[config.mk]
export PLATFORM = sky130hd
export DESIGN_NAME = nand_rr_scheduler
export DESIGN_NICKNAME = d
export VERILOG_FILES = /design/src/rtl/nand_rr_scheduler.sv
export SDC_FILE = /design/constraint.sdc
export NUM_CORES = 1
export LEC_CHECK = 0
export ABC_CLOCK_PERIOD_IN_PS = 4450
export CORE_MARGIN = 3
export CORE_UTILIZATION = 40
export CTS_CLUSTER_DIAMETER = 100
export CTS_CLUSTER_SIZE = 24
export DETAILED_ROUTE_END_ITERATION = 6
export PLACE_DENSITY = 0.69
export SYNTH_ARGS = -nofsm -noshare
export SYNTH_HDL_FRONTEND = slang
export SYNTH_SLANG_ARGS = --single-unit
[constraint.sdc]
create_clock -name i_clk -period 4.45 [get_ports i_clk]
set_input_delay 0.89 -clock i_clk [delete_from_list [all_inputs] [get_ports i_clk]]
set_output_delay 0.89 -clock i_clk [all_outputs]
set_load 0.05 [all_outputs]
[src/rtl/nand_rr_scheduler.sv]
// nand_rr_scheduler
// Arbitrates four requesters round-robin. For each requester it grants, the
// block computes the bitwise NAND of that requester's operands. It presents
// the result on a valid/ready handshake.
//
// Ports:
//   i_clk      : single clock, rising edge
//   i_rst_n    : asynchronous active-low reset
//   i_req      : per-requester request level (held until granted)
//   i_a, i_b   : packed operands, requester k at [k*WIDTH +: WIDTH]
//   i_ready    : result consumer ready (only looked at while a result is pending)
//   o_gnt      : one-cycle one-hot grant pulse
//   o_data     : registered ~(A & B) of the granted requester
//   o_id       : index of the requester that owns o_data
//   o_valid    : result valid
//   o_busy     : high whenever an operation is in flight
//   o_ops_cnt  : completed handshakes, wraps modulo 256
module nand_rr_scheduler #(
   parameter int WIDTH = 4,
   parameter int N_REQ = 4
) (
   input  logic                   i_clk,
   input  logic                   i_rst_n,
   input  logic [N_REQ-1:0]       i_req,
   input  logic [N_REQ*WIDTH-1:0] i_a,
   input  logic [N_REQ*WIDTH-1:0] i_b,
   input  logic                   i_ready,
   output logic [N_REQ-1:0]       o_gnt,
   output logic [WIDTH-1:0]       o_data,
   output logic [1:0]             o_id,
   output logic                   o_valid,
   output logic                   o_busy,
   output logic [7:0]             o_ops_cnt
);

   typedef enum logic [1:0] {
      ST_IDLE = 2'd0,
      ST_EXEC = 2'd1,
      ST_RESP = 2'd2
   } state_t;

   state_t               state_r;
   state_t               state_nxt_s;
   logic [1:0]           ptr_r;
   logic [WIDTH-1:0]     a_lat_r;
   logic [WIDTH-1:0]     b_lat_r;
   logic [1:0]           id_lat_r;
   logic [1:0]           cand_s;
   logic [1:0]           win_idx_s;
   logic                 win_found_s;
   logic [N_REQ-1:0]     gnt_s;

   function automatic logic [WIDTH-1:0] nand_f(input logic [WIDTH-1:0] a,
                                               input logic [WIDTH-1:0] b);
      return ~(a & b);
   endfunction

   // Round-robin pick: scan ptr+1, ptr+2, ... with 2-bit wrap, first requester found wins.
   always_comb begin
      win_found_s = 1'b0;
      win_idx_s   = 2'd0;
      cand_s      = 2'd0;
      gnt_s       = {N_REQ{1'b0}};
      for (int i = 1; i <= 4; i++) begin
         cand_s = ptr_r + 2'(i);
         if (!win_found_s && i_req[cand_s]) begin
            win_found_s = 1'b1;
            win_idx_s   = cand_s;
         end else begin
            win_found_s = win_found_s;
         end
      end
      if (win_found_s) begin
         gnt_s[win_idx_s] = 1'b1;
      end else begin
         gnt_s = {N_REQ{1'b0}};
      end
   end

   // FSM state register.
   always_ff @(posedge i_clk or negedge i_rst_n) begin
      if (!i_rst_n) begin
         state_r <= ST_IDLE;
      end else begin
         state_r <= state_nxt_s;
      end
   end

   // FSM next-state logic.
   always_comb begin
      state_nxt_s = state_r;
      case (state_r)
         ST_IDLE: begin
            if (|i_req) state_nxt_s = ST_EXEC;
            else        state_nxt_s = ST_IDLE;
         end
         ST_EXEC: state_nxt_s = ST_RESP;
         ST_RESP: begin
            if (i_ready) state_nxt_s = ST_IDLE;
            else         state_nxt_s = ST_RESP;
         end
         default: state_nxt_s = ST_IDLE;
      endcase
   end

   // Datapath: grant/latch in IDLE, compute in EXEC, handshake in RESP.
   always_ff @(posedge i_clk or negedge i_rst_n) begin
      if (!i_rst_n) begin
         ptr_r     <= 2'd3;
         a_lat_r   <= {WIDTH{1'b0}};
         b_lat_r   <= {WIDTH{1'b0}};
         id_lat_r  <= 2'd0;
         o_gnt     <= {N_REQ{1'b0}};
         o_data    <= {WIDTH{1'b0}};
         o_id      <= 2'd0;
         o_valid   <= 1'b0;
         o_ops_cnt <= 8'd0;
      end else begin
         case (state_r)
            ST_IDLE: begin
               if (win_found_s) begin
                  o_gnt    <= gnt_s;
                  a_lat_r  <= i_a[win_idx_s*WIDTH +: WIDTH];
                  b_lat_r  <= i_b[win_idx_s*WIDTH +: WIDTH];
                  id_lat_r <= win_idx_s;
                  ptr_r    <= win_idx_s;
               end else begin
                  o_gnt <= {N_REQ{1'b0}};
               end
            end
            ST_EXEC: begin
               o_gnt   <= {N_REQ{1'b0}};
               o_data  <= nand_f(a_lat_r, b_lat_r);
               o_id    <= id_lat_r;
               o_valid <= 1'b1;
            end
            ST_RESP: begin
               if (i_ready) begin
                  o_valid   <= 1'b0;
                  o_ops_cnt <= o_ops_cnt + 8'd1;
               end else begin
                  o_valid <= 1'b1;
               end
            end
            default: begin
               o_gnt   <= {N_REQ{1'b0}};
               o_valid <= 1'b0;
            end
         endcase
      end
   end

   assign o_busy = (state_r != ST_IDLE);

endmodule

==> flow_summary.ini, run 1 <==
[status]
status = complete, no violations

[routing]
wl_um = 4164
dr.pass1.iters = 4
wl_per_cell_um = 15.09
vias = 1414
via_per_inst = 5.123
final_antenna_net_count = 0
drt_iter0_markers = 121
drc_errors = 0

[logic_synthesis]
synth_seq_cells = 33
synthCells = 167
synth_top_cell_by_area = dfrtp_1
yosys_most_used_dff = dfrtp_1
yosysWarningCount = 0
ys_async_sr_fraction_pct = 100.0
yosysUniqueCellTypes = 29
syn-cell-area_um2 = 1673
ys_seq_area_share_pct = 49.51
synth_area_per_cell_um2 = 10.02
synth-edff-count = 0
syn-num-nets = 211
yosys-top-cells-area = dfrtp_1 46%, a211oi_1 7.2%, mux2i_1 4.8%
synth_top_area_share_pct = 46.37

[die]
die_w_um = 70.67
die_area_um2 = 4994
io-pin-count = 59
dieHeight_um = 70.67
rows = 22
initial_core_util_pct = 43.41
fp.coreArea_um2 = 3854

[clock_network]
hold_buffers = 0
cts_buffers = 5
cts_setup_buffers = 0
cts.sinks = 33
post_cts_resize_count = 0
path_clk_slew_ns = 0.07
clock_path_buffers = 2
clock_latency_ns = 0.29
htreeDepth = 2
root_buffer = clkbuf_8
cts_tree = built

[setup_path]
critPathKind = in -> reg
start_kind = input pin
ff2ff_setup_slack_ns = 2.01
endpoint_kind = flop
r2r-end = b_lat_r[1]
crit_required_ns = 4.65
arrival_ns = 3.30
path_max_fanout = 16
r2r-start = ptr_r[0]
critPathLaunch = i_req[1]
cp-endpoint = b_lat_r[1]
reg2reg_depth = 5

[sta]
max_slew_margin_pct = 49.96
period_share_pct = 69.83
worst_pin_slew_ns = 0.7505
finalHoldViolCount = 0
clock_skew_ns = 0.005039
slew_violations = 0
tns_ns = 0
setup_viol = 0
post-route-min-period_ns = 3.108
rsz0062_at_grt = false
fmax_mhz = 321.8

[finish]
drive_above_1_share_pct = 7.895
n_antenna_cell = 0
area_growth_pct = 41.66
fill_cells = 336
post-route-util_pct = 61.49
finalNetCount = 271

[global_route]
grt_pass1_vias = 1423
grt_pass1_wl_um = 6755
grt_usage_pct = 17.17
antenna_found_initial = 0
grt_max_degree = 34
globalRouteOverflowTotal = 0

[power]
total_power_mw = 1.617
ir_worst_vdd_v = 0.0004391
powerDensity_nw_per_um2 = 682.5
p_leak_nw = 1.050

[placed_design]
gp_congestion = 0.9242
dp_hpwl_um = 3252
io_buffers = 58

[min_path]
hp-class = reg -> reg

[job]
drv_cap = 0
## critical path, cell delays in order
cell             delay, ns
clkdlybuf4s50_1       0.51
nor2b_1               0.18
o21ai_1               0.51
and3_1                0.76
mux2i_1               0.18
a211oi_1              0.27
## worst min-delay path by stage
stage | start | end | slack [ns] | depth (start not counted)
floorplan | b_lat_r[0] | o_data[0] | 0.44 | 1
global placement | b_lat_r[1] | o_data[1] | 0.44 | 1
detailed placement | b_lat_r[2] | o_data[2] | 0.45 | 1
CTS | b_lat_r[2] | o_data[2] | 0.46 | 1
global route | b_lat_r[0] | o_data[0] | 0.48 | 1
finish | b_lat_r[2] | o_data[2] | 0.45 | 1
## synth_stat cells (2+ instances only)
library cell and count:
inv_1 12, nand2b_1 2, dfstp_2 2, dfrtp_1 31, nor2b_1 2, a31oi_1 12
ha_1 5, nand3_1 6, nand2_1 18, and3_1 5, mux2_2 3, o21ai_0 3
mux2i_1 8, buf_6 2, xnor2_1 4, a21o_1 2, nor2_1 16, o31ai_1 3
a211oi_1 16, clkbuf_1 4, xor2_1 3
## cell families after synthesis
logic type      count (synthesis)  synth area share [%]
fa+ha+maj                       5                 3.740
simple gates                   52                 13.91
buf+inv                        18                 4.936
xor+xnor                        7                 3.665
flops                          33                 49.51
compound gates                 41                 17.43
mux                            11                 6.806
## power by group
group / total (mW) / internal [mW] / switching, mW
registers: 0.530 / 0.438 / 0.0919
logic: 0.863 / 0.315 / 0.548
clock network: 0.224 / 0.108 / 0.116
## stage by stage
step                setup WS [ns]  std cells  hold WS (ns)  cell area [um^2]
floorplan                   2.348        167        0.4363              1673
global placement            1.183        268        0.4442              2283
detailed placement          1.078        268        0.4478              2283
CTS                         1.380        276        0.4573              2370
global route                1.139        276        0.4819              2370
finish                      1.342        276        0.4541              2370
## cells in the final DEF, fill, tap and decap left out, types with 2 or more instances in the layout
master,instances
o21ai_0,3
and3_1,5
mux2_2,3
xor2_1,3
nor2_1,16
nand3_1,6
nand2b_1,2
clkbuf_8,5
inv_1,12
dfrtp_1,31
a31oi_1,12
o31ai_1,3
clkinv_2,2
mux2i_1,8
ha_1,5
nand2_1,18
dfstp_2,2
clkdlybuf4s50_1,58
a211oi_1,16
xnor2_1,4
a21o_1,2
nor2b_1,2
## cell type report
class                      count  area (um^2)  share of cell area [%]
timing repair buffer          59        588.1                   24.82
inverter                      12        45.04                   1.901
tap                           48        60.06                   2.534
clock buffer                   5        68.82                   2.904
multi-input combinational    116        762.0                   32.15
sequential                    33        828.3                   34.95
clock inverter                 3        17.52                  0.7392
## state kept, by name, summed over array words and instances (netlist names)
register   cells
ptr_r          2
a_lat_r        4
o_data         4
b_lat_r        4
o_valid        1
state_r        2
id_lat_r       2
o_id           2
o_gnt          4
o_ops_cnt      8
## metal layers
| metal | routed length, um | up-vias | share of wire (%) | global-route usage, % |
|---|---|---|---|---|
| met5 | 0 | - | 0 | 0 |
| met2 | 2057 | 35 | 49 | 27.34 |
| met4 | 27 | 0 | 0.65 | 4.175 |
| li1 | - | 706 | - | - |
| met3 | 153 | 5 | 3.7 | 5.114 |
| met1 | 1926 | 668 | 46 | 23.10 |
Note: power is estimated with default switching activity, not from simulation.
==> inputs of run 2 (changes only) <==
--- a/config.mk
+++ b/config.mk
@@ -5,13 +5,13 @@
 export SDC_FILE = /design/constraint.sdc
 export NUM_CORES = 1
 export LEC_CHECK = 0
-export ABC_CLOCK_PERIOD_IN_PS = 4450
+export ABC_CLOCK_PERIOD_IN_PS = 2750
 export CORE_MARGIN = 3
 export CORE_UTILIZATION = 40
 export CTS_CLUSTER_DIAMETER = 100
 export CTS_CLUSTER_SIZE = 24
 export DETAILED_ROUTE_END_ITERATION = 6
-export PLACE_DENSITY = 0.69
+export PLACE_DENSITY = 0.72
 export SYNTH_ARGS = -nofsm -noshare
 export SYNTH_HDL_FRONTEND = slang
 export SYNTH_SLANG_ARGS = --single-unit
==> constraint.sdc (replaced) <==
create_clock -name i_clk -period 2.75 [get_ports i_clk]
set_input_delay 0.55 -clock i_clk [delete_from_list [all_inputs] [get_ports i_clk]]
set_output_delay 0.55 -clock i_clk [all_outputs]
set_load 0.05 [all_outputs]
==> flow_summary.ini, run 2 (synthesis results as in run 1) <==
[status]
status = complete, no violations

[global_route]
grt_usage_pct = 18.03
globalRouteOverflowTotal = 0
antenna_found_initial = 0
grt_pass1_wl_um = 7065
grt_pass1_vias = 1477
grt_max_degree = 34

[finish]
area_growth_pct = 45.25
final_common_cell = clkdlybuf4s50_1
drive_above_1_share_pct = 9.052
post-route-util_pct = 63.05
finalNetCount = 275
n_antenna_cell = 0
fill_cells = 315
most-common-layout-cells = 58 x clkdlybuf4s50_1, 31 x dfrtp_1, 18 x nand2_1, 16 x nor2_1, 16 x a211oi_1
max_flop_register = o_ops_cnt
largest_reg_flops = 8

[sta]
fmax_mhz = 396.0
finalHoldViolCount = 0
worst_pin_slew_ns = 0.6102
finalHoldWorstSlack_ns = 0.4634
period_share_pct = 91.83
clock_skew_ns = 0.005325
setup_viol = 0
rsz0062_at_grt = false
tns_ns = 0
slew_violations = 0
max_slew_margin_pct = 59.17
post-route-min-period_ns = 2.525

[die]
die_w_um = 70.67
initial_core_util_pct = 43.41
die_area_um2 = 4994
io-pin-count = 59
fp.coreArea_um2 = 3854
rows = 22
dieHeight_um = 70.67

[setup_path]
reg2reg_depth = 6
crit_required_ns = 2.20
critPathLaunch = state_r[0]
arrival_ns = 1.98
ff2ff_setup_slack_ns = 0.82
endpoint_kind = output port
r2r-start = state_r[0]
cp-endpoint = o_busy
path_max_fanout = 4
start_kind = flop
r2r-end = b_lat_r[1]
critPathKind = reg -> out

[min_path]
holdPathStages = 1
hp-class = reg -> reg

[routing]
final_antenna_net_count = 0
dr.pass1.iters = 4
wl_per_cell_um = 14.99
drt_iter0_markers = 101
vias = 1460
via_per_inst = 5.214
drc_errors = 0
wl_um = 4197

[power]
p_sw_share_pct = 44.11
internal_power_mw = 1.546
clock_power_share_pct = 16.9
pwr-share-seq_pct = 30.7
combinationalPowerShare_pct = 52.3
p_leak_nw = 1.084
ir_worst_vdd_v = 0.0006832
powerDensity_nw_per_um2 = 1138
power.switching_mw = 1.220
total_power_mw = 2.766

[placed_design]
io_buffers = 58
dp_hpwl_um = 3126
gp_congestion = 0.8322

[clock_network]
path_clk_slew_ns = 0.07
hold_buffers = 0
clock_path_buffers = 2
cts_buffers = 5
post_cts_resize_count = 0
root_buffer = clkbuf_8
cts_setup_buffers = 0
cts_tree = built
cts.sinks = 33
clock_latency_ns = 0.28
htreeDepth = 2

[job]
drv_cap = 0
[run 2: cell types whose count changed in the layout (fill, tap and decap cells not counted), sizes merged]
cell	delta
clkbuf	+2
bufinv	+1
clkinvlp	-1
clkinv	-2
buf	+4
[run 2: critical path, stage by stage (launching register included)]
cell	delay, ns
dfrtp_1	0.38
inv_1	0.08
ha_1	0.25
inv_1	0.16
clkdlybuf4s50_1	0.83
[run 2: worst min-delay path by stage]
stage	slack, ns	startpoint	endpoint
floorplan	0.25	i_rst_n	a_lat_r[0]
global placement	0.45	b_lat_r[0]	o_data[0]
detailed placement	0.45	a_lat_r[2]	o_data[2]
CTS	0.46	a_lat_r[2]	o_data[2]
global route	0.47	a_lat_r[3]	o_data[3]
finish	0.46	a_lat_r[3]	o_data[3]
[run 2: power by group through the flow]
stage	combinational (mW)	clock, mW	sequential, mW
2_1_floorplan	0.641	0	1.19
3_3_place_gp	1.42	0	0.844
4_1_cts	1.46	0.477	0.852
5_1_grt	1.57	0.501	0.881
6_report	1.45	0.469	0.850
3_5_place_dp	1.45	0	0.860
[run 2: layout make-up]
type	count	area [um^2]	share of cell area (%)
multi-input combinational	116	762.0	31.36
timing repair buffer	63	618.1	25.44
tap	48	60.06	2.472
clock inverter	1	30.03	1.236
inverter	12	45.04	1.854
sequential	33	828.3	34.09
clock buffer	7	86.33	3.553
[run 2: through the flow]
stage	cell area (um^2)	std cells	setup slack [ns]
5_1_grt	2430	280	0.1201
2_1_floorplan	1673	167	0.8630
3_5_place_dp	2313	272	0.2723
4_1_cts	2430	280	0.2122
3_3_place_gp	2313	272	0.3719
6_report	2430	280	0.2248
[run 2: per-layer routing]
| layer | vias to the layer above | routed length, um | global-route usage, % |
|---|---|---|---|
| met5 | - | 0 | 0 |
| met4 | 0 | 53 | 5.010 |
| met3 | 5 | 338 | 5.540 |
| met2 | 63 | 1915 | 29.11 |
| met1 | 680 | 1890 | 23.60 |
| li1 | 712 | - | - |
